`src/rtl/count16_sched_pkg.sv`:
```
// Shared types and default sizes for the count16_sched sequencing controller.
package count16_sched_pkg;

  localparam int DEF_WIDTH = 4;
  localparam int DEF_DIV_W = 4;

  typedef enum logic [1:0] {
    IDLE  = 2'd0,
    RUN   = 2'd1,
    PAUSE = 2'd2
  } state_t;

endpackage

```
`src/rtl/count16_sched_if.sv`:
```
// Command/status bundle between a host (master) and the count16_sched controller (slave).
interface count16_sched_if
  import count16_sched_pkg::*;
#(
  parameter int WIDTH = DEF_WIDTH,
  parameter int DIV_W = DEF_DIV_W
);

  logic             start;
  logic             stop;
  logic             pause;
  logic [WIDTH-1:0] load_val;
  logic [DIV_W-1:0] div;
  logic             auto_reload;
  logic [WIDTH-1:0] out;
  logic             busy;
  logic             paused;
  logic             done;

  modport master (
    output start, stop, pause, load_val, div, auto_reload,
    input  out, busy, paused, done
  );

  modport slave (
    input  start, stop, pause, load_val, div, auto_reload,
    output out, busy, paused, done
  );

endinterface

```
`src/rtl/count16_ld.sv`:
```
// Loadable up-counter with synchronous clear/enable and a terminal-count compare flag.
module count16_ld #(
  parameter int WIDTH = 4
) (
  input  logic             clk,
  input  logic             reset,
  input  logic             clr,
  input  logic             en,
  input  logic [WIDTH-1:0] term,
  output logic [WIDTH-1:0] q,
  output logic             at_term
);

  // Clear takes priority so a restart always lands on zero.
  always_ff @(posedge clk) begin
    if (!reset) begin
      q <= '0;
    end else if (clr) begin
      q <= '0;
    end else if (en) begin
      q <= q + WIDTH'(1);
    end
  end

  assign at_term = (q == term);

endmodule

```
`src/rtl/count16_sched.sv`:
```
// Start/stop/pause sequencer around count16_ld with prescaler, terminal count and auto-reload.
module count16_sched
  import count16_sched_pkg::*;
#(
  parameter int WIDTH = DEF_WIDTH,
  parameter int DIV_W = DEF_DIV_W
) (
  input logic           clk,
  input logic           reset,
  count16_sched_if.slave bus
);

  state_t           state_q, state_d;
  logic [DIV_W-1:0] presc_q, div_q;
  logic [WIDTH-1:0] term_q, cnt;
  logic             auto_q, done_q;
  logic             at_term, run_ok, tick, term_hit;
  logic             do_start, do_stop;
  logic             cnt_clr, cnt_en, presc_clr, presc_inc;
  logic             busy, paused;

  always_ff @(posedge clk) begin
    if (!reset) begin
      state_q <= IDLE;
    end else begin
      state_q <= state_d;
    end
  end

  always_comb begin
    state_d = state_q;
    if (bus.stop) begin
      state_d = IDLE;
    end else if (bus.start) begin
      state_d = RUN;
    end else begin
      unique case (state_q)
        RUN: begin
          if (bus.pause)                state_d = PAUSE;
          else if (term_hit && !auto_q) state_d = IDLE;
        end
        PAUSE: if (!bus.pause) state_d = RUN;
        default: state_d = state_q;
      endcase
    end
  end

  // A tick is only processed on an edge with no stop, start or pause pending.
  always_comb begin
    busy      = (state_q == RUN) || (state_q == PAUSE);
    paused    = (state_q == PAUSE);
    do_stop   = bus.stop && busy;
    do_start  = bus.start && !bus.stop;
    run_ok    = (state_q == RUN) && !bus.stop && !bus.start && !bus.pause;
    tick      = run_ok && (presc_q == div_q);
    term_hit  = tick && at_term;
    cnt_clr   = do_start || do_stop || (term_hit && auto_q);
    cnt_en    = tick && !at_term;
    presc_clr = do_start || do_stop || tick;
    presc_inc = run_ok && !tick;
  end

  always_ff @(posedge clk) begin
    if (!reset) begin
      presc_q <= '0;
      term_q  <= '0;
      div_q   <= '0;
      auto_q  <= 1'b0;
      done_q  <= 1'b0;
    end else begin
      done_q <= term_hit;
      if (do_start) begin
        term_q <= bus.load_val;
        div_q  <= bus.div;
        auto_q <= bus.auto_reload;
      end
      if (presc_clr) begin
        presc_q <= '0;
      end else if (presc_inc) begin
        presc_q <= presc_q + DIV_W'(1);
      end
    end
  end

  count16_ld #(.WIDTH(WIDTH)) u_cnt (
    .clk     (clk),
    .reset   (reset),
    .clr     (cnt_clr),
    .en      (cnt_en),
    .term    (term_q),
    .q       (cnt),
    .at_term (at_term)
  );

  assign bus.out    = cnt;
  assign bus.busy   = busy;
  assign bus.paused = paused;
  assign bus.done   = done_q;

endmodule

```
`src/flat_wrapper.sv`:
```
// flat-port wrapper written by rule: the top's interface ports become plain ports
module count16_sched_flat import count16_sched_pkg::*;
#(
  parameter int WIDTH = DEF_WIDTH,
  parameter int DIV_W = DEF_DIV_W
)
  (clk, reset, bus_start, bus_stop, bus_pause, bus_load_val, bus_div, bus_auto_reload, bus_out, bus_busy, bus_paused, bus_done);
  count16_sched_if #(.WIDTH(WIDTH), .DIV_W(DIV_W)) bus_i ();
  input logic clk;
  input logic reset;
  input wire logic [$bits(bus_i.start)-1:0] bus_start;
  input wire logic [$bits(bus_i.stop)-1:0] bus_stop;
  input wire logic [$bits(bus_i.pause)-1:0] bus_pause;
  input wire logic [$bits(bus_i.load_val)-1:0] bus_load_val;
  input wire logic [$bits(bus_i.div)-1:0] bus_div;
  input wire logic [$bits(bus_i.auto_reload)-1:0] bus_auto_reload;
  output wire logic [$bits(bus_i.out)-1:0] bus_out;
  output wire logic [$bits(bus_i.busy)-1:0] bus_busy;
  output wire logic [$bits(bus_i.paused)-1:0] bus_paused;
  output wire logic [$bits(bus_i.done)-1:0] bus_done;
  assign bus_i.start = bus_start;
  assign bus_i.stop = bus_stop;
  assign bus_i.pause = bus_pause;
  assign bus_i.load_val = bus_load_val;
  assign bus_i.div = bus_div;
  assign bus_i.auto_reload = bus_auto_reload;
  assign bus_out = bus_i.out;
  assign bus_busy = bus_i.busy;
  assign bus_paused = bus_i.paused;
  assign bus_done = bus_i.done;
  count16_sched #(.WIDTH(WIDTH), .DIV_W(DIV_W)) u_core (.clk(clk), .reset(reset), .bus(bus_i));
endmodule
```
`config.mk`:
```
export PLATFORM = sky130hd
export DESIGN_NAME = count16_sched_flat
export DESIGN_NICKNAME = d
export VERILOG_FILES = /design/src/rtl/count16_sched_pkg.sv /design/src/rtl/count16_sched_if.sv /design/src/rtl/count16_ld.sv /design/src/rtl/count16_sched.sv /design/src/flat_wrapper.sv
export SDC_FILE = /design/constraint.sdc
export NUM_CORES = 1
export LEC_CHECK = 0
export BUFFER_PORTS_ARGS = -buffer_cell sky130_fd_sc_hd__buf_2
export CAP_MARGIN = 20
export CORE_MARGIN = 2
export CORE_UTILIZATION = 40
export CTS_CLUSTER_DIAMETER = 100
export DETAILED_ROUTE_END_ITERATION = 12
export PLACE_DENSITY = 0.69
export SLEW_MARGIN = 0
export SYNTH_ARGS = -nofsm -noshare
export SYNTH_HDL_FRONTEND = slang
export SYNTH_SLANG_ARGS = --single-unit
```
`constraint.sdc`:
```
create_clock -name clk -period 2.03 [get_ports clk]
set_clock_uncertainty 0.1 [all_clocks]
set_input_delay 0.203 -clock clk [delete_from_list [all_inputs] [get_ports clk]]
set_output_delay 0.203 -clock clk [all_outputs]
set_load 0.005 [all_outputs]
```
# [Word-level counts from Yosys, hierarchy flattened]
# Cells that the tools add are included.
[word_totals] in_bits=14 regBits=20
[classes] n_addsub=2 n_mux=5 eq_ne=8 reduce_logical=29 n_bitwise=1
[ops] cell="$logic_and 1x1->1" n=11
[ops] cell="$add 4x1->4 const B" n=2
[ops] cell="$eq 4x4->1" n=2
[ops] cell="$logic_not 1->1" n=6
[ops] cell="$mux 2" n=3
[ops] cell="$reduce_and 3->1" n=2
[ops] cell="$reduce_or 2->1" n=3
[ops] cell="$logic_or 1x1->1" n=4
[ops] cell="$ne 4x3->1 const B" n=1
[ops] cell="$pmux 2 s2" n=1
[ops] cell="$ne 3x2->1 const B" n=1
[ops] cell="$ne 3x3->1 const B" n=1
[ops] cell="$reduce_bool 3->1" n=1
[ops] cell="$reduce_or 3->1" n=1
[ops] cell="$eq 2x1->1 const B" n=1
[ops] cell="$eq 2x2->1 const B" n=1
[ops] cell="$ne 2x2->1 const B" n=1
[ops] cell="$reduce_bool 2->1" n=1
[ops] cell="$mux 1" n=1
[ops] cell="$not 1->1" n=1

# [Logic depth before layout (Yosys ltp)]
[logic_depth] ltp_word=11 ltp_mapped=7 depth_no_buf=7

# [Hierarchy]
# Synthesis repeated with hierarchy kept, for this count alone.
[hier_totals] hier_cells=128 area_unflattened_um2=1033.5
[by_module_without_submodules] module="count16_sched" area_per_inst_um2=812.0 n_inst=1 cells_per_inst=106
[by_module_without_submodules] module="count16_ld" area_per_inst_um2=221.5 n_inst=1 cells_per_inst=22

# [Worst setup path before layout]
# Ideal clock, no wire load.
[synth_timing] path_kind="reg2reg" start="reg u_core.presc_q[1]" end="reg u_core.state_q[0]" slack_ns=0.168 arrival_time_ns=1.637 stages_incl_launch_ff=6 t_required_ns=1.805 path_buffers=0 cell_sequence="dfxtp_1 -> xor2_1 -> or4_4 -> nor3_1 -> nor4b_1 -> o31ai_1"
[synth_via] elab_chain_cells=6
[synth_rtl] element="start: declaration" line_no="count16_sched.sv:14" text="logic [DIV_W-1:0] presc_q, div_q;"
[synth_rtl] element="start signal: assignment" line_no="count16_sched.sv:80" text="presc_q <= presc_q + DIV_W'(1);"
[synth_rtl] element="$eq 4x4->1" line_no="count16_sched.sv:55" text="tick = run_ok && (presc_q == div_q);"
[synth_rtl] element="$logic_and 1x1->1" line_no="count16_sched.sv:55"
[synth_rtl] element="$logic_and 1x1->1" line_no="count16_sched.sv:56" text="term_hit = tick && at_term;"
[synth_rtl] element="$logic_and 1x1->1" line_no="count16_sched.sv:40" text="else if (term_hit && !auto_q) state_d = IDLE;"
[synth_rtl] element="$ne 4x3->1 (no line)"
[synth_rtl] element="$reduce_and 3->1 (no line)"
[synth_rtl] element="end signal: assignment" line_no="count16_sched.sv:26" text="state_q <= state_d;"
[synth_rtl] element="end: declaration" line_no="count16_sched.sv:13" text="state_t state_q, state_d;"
# Every way passes these cells.
# A chain may end at the register's enable or synchronous reset.

# [Worst setup path after layout]
# Same ends and word-level chain as after synthesis.

==> metrics.txt <==
outcome=complete, no violations; die area=2966 µm²; final core occ=0.5051; clk slew on worst S/H paths=0.12 ns; vias per inst=5.076; Net count, final=160; endpoint class of the critical path=flop; Synth area leaders=dfxtp_1 (39%), nand2_1 (8.5%), xor2_1 (6.9%); H-tree depth=1; GRT overflow=0; Synth Flop Type=dfxtp_1; Die Y=54.46 µm; Critical Path Fanout Max=5; initial antenna violation count=0; largest net degree at the start of global routing=16; post-route ant nets=0; gpl congestion=0.8221; TNS Setup=0 ns; Hold Fails Final Rpt=0; Worst VDD drop=0.3695 mV; cell area after layout=1240 µm²; layout overhead on the synthesized area=21.74%; DR vias=868; Synthesized Nets=135; Post-route DRC=0; CP max stage cell=or4_4; layout cells sized above 1=0.2340; RSZ-0062 raised after global routing=no; # setup viols final=0; required time of the critical path=2.16 ns; Cells after Synth=117; first-pass GRT wire length=3401 µm; Longest Clk Path Bufs=2; worst rel slew slack=0.6605; critical path arrival=2.07 ns; post-DP HPWL=1604 µm; port bufs=20; dominant cell type by area after synthesis=dfxtp_1; clock root buffer=clkbuf_4; min cycle time layout=1.935 ns; Final Cycle Share=0.9531; sequential-to-total area share from yosys stat=0.3931; clock latency on the worst-skew pair=0.31 ns; Core Area=2455 µm²; Avg Cell Area, Syn=8.705 µm²; CTS buffer count=3; Cell variety after synth=31; diode count=0; Worst Setup Slack post-DPL=-0.009000 ns; Post-Syn Area=1018 µm²; CP cell instances=xor2_1 > or4_4 > o41ai_4 > a21oi_1 > o31ai_1; Fill cells=252; CP delay by family, top=compound AO/OA/AOI/OAI gates; Pins Over Slew Limit=0; Initial Utilization=0.4149; Core Rows=18; static leakage power=0.5386 nW; Max-Cap Viols=0; Syn. warnings=0; Synth Register Bits=20; CTS sink count=20; Bufs and invs on worst path=0; post-placement cell area=1167 µm²; drt initial violations=10; Post-CTS Setup Bufs=0; Die Width=54.46 µm; CTS tree=yes; Power Density=671.2 nW/µm²; Startpoint Class=flop; Setup CP Type=flop to flop; post-synth top area share=0.3931; Fmax=516.8 MHz; top cells by count, synth=nand2_1 (23), dfxtp_1 (20), nor2_1 (10); WL per Instance=12.20 µm; CP max stage delay=0.59 ns; Post-synth EDFFs=0; Post-Route WL=2086 µm; total track usage=0.1613; Worst Slack Setup Final=0.09518 ns; most frequent cell after synthesis=nand2_1; Ports=21; drt first pass iters=4; vias in the first global route=785; Post-synth ARST share=0; Worst Max-Slew Pin Slew=0.5046 ns; Hold/Removal Path Class=primary input to flop
==> per-stage QoR <==
step,power (W),std cells,hold slack (ns)
after global placement,0.0005054,167,0.3532
after global routing,0.0008634,171,0.03535
final,0.0008323,171,0.02431
after floorplan,0.0004751,117,0.2293
after detailed placement,0.0005078,167,0.3603
after CTS,0.0008351,171,0.02057
==> placed cells by master, fill, tap and decap left out, types with 3 or more instances in the layout <==
master    synthesis  final
nand2_1          23     23
buf_2             0     20
dfxtp_1          20     20
nor2_1           10     10
a21boi_0          9      9
xor2_1            8      8
xnor2_1           5      5
inv_1             4      4
ha_1              4      4
nand4_1           3      3
a21oi_1           3      3
clkbuf_4          0      3
buf_4             0      3
==> final timing paths <==
kind	startpoint	endpoint	slack, ns	depth (start not counted)
min reg2reg	u_core.div_q[1]$_SDFFE_PN0P_	u_core.div_q[1]$_SDFFE_PN0P_	0.39	2
max reg2reg	u_core.presc_q[1]$_SDFFE_PP0P_	u_core.state_q[0]$_SDFFE_PP0P_	0.1	5
max	u_core.presc_q[1]$_SDFFE_PP0P_	u_core.state_q[0]$_SDFFE_PP0P_	0.1	5
min	bus_auto_reload	u_core.auto_q$_SDFFE_PN0P_	0.02	3
==> kinds of logic (layout without fill, tap and decap cells) <==
family / count (synthesis) / after routing / share of synthesized area
AO/OA/AOI/OAI: 20 / 20 / 0.1548
XOR/XNOR: 13 / 13 / 0.1118
adder cells (fa/ha/maj): 4 / 4 / 0.04914
buffers and inverters: 7 / 31 / 0.02579
flip-flops: 20 / 20 / 0.3931
multiplexers: 2 / 2 / 0.01966
AND/OR/NAND/NOR: 51 / 51 / 0.2457
==> area by class of cell <==
| type | instances | area (µm²) | share of cell area |
|---|---|---|---|
| Clock inverter | 1 | 30.03 | 0.02422 |
| Timing Repair Buffer | 23 | 122.6 | 0.09889 |
| Tap cell | 30 | 37.54 | 0.03027 |
| Inverter | 4 | 15.01 | 0.01211 |
| Clock buffer | 3 | 22.52 | 0.01816 |
| Sequential cell | 20 | 400.4 | 0.3229 |
| Multi-Input combinational cell | 90 | 611.8 | 0.4934 |
==> timing repair <==
item | 4_1_cts | 5_1_grt
endpoints found under the setup margin | 1 | 2
pin swaps | 0 | 0
resized for setup | 1 | 2
gates cloned | 0 | 0
hold buffers | 0 | 0
==> worst reg2reg max path: stages (launching register included) <==
cell     delay [ns]
dfxtp_1        0.36
xor2_1         0.18
or4_4          0.59
o41ai_4        0.33
a21oi_1        0.11
o31ai_1        0.19
==> per-layer routing <==
layer / up-vias / track usage / share of wire
met1: 396 / 0.2226 / 0.51
met4: 0 / 0.07500 / 0.011
li1: 451 / - / -
met2: 17 / 0.2450 / 0.45
met5: - / 0 / 0
met3: 4 / 0.02459 / 0.032
==> registers in the layout (all words and copies together), names as in the netlist <==
register,flops
u_core.term_q,4
u_core.state_q,2
u_core.presc_q,4
u_core.bus.done,1
u_core.u_cnt.q,4
u_core.auto_q,1
u_core.div_q,4
==> power by group <==
group	internal (W)	switching, W
registers	0.000402	0.00000809
logic	0.0000387	0.0000540
clock network	0.000200	0.000130
No activity file was read; power rests on OpenSTA's default activity.
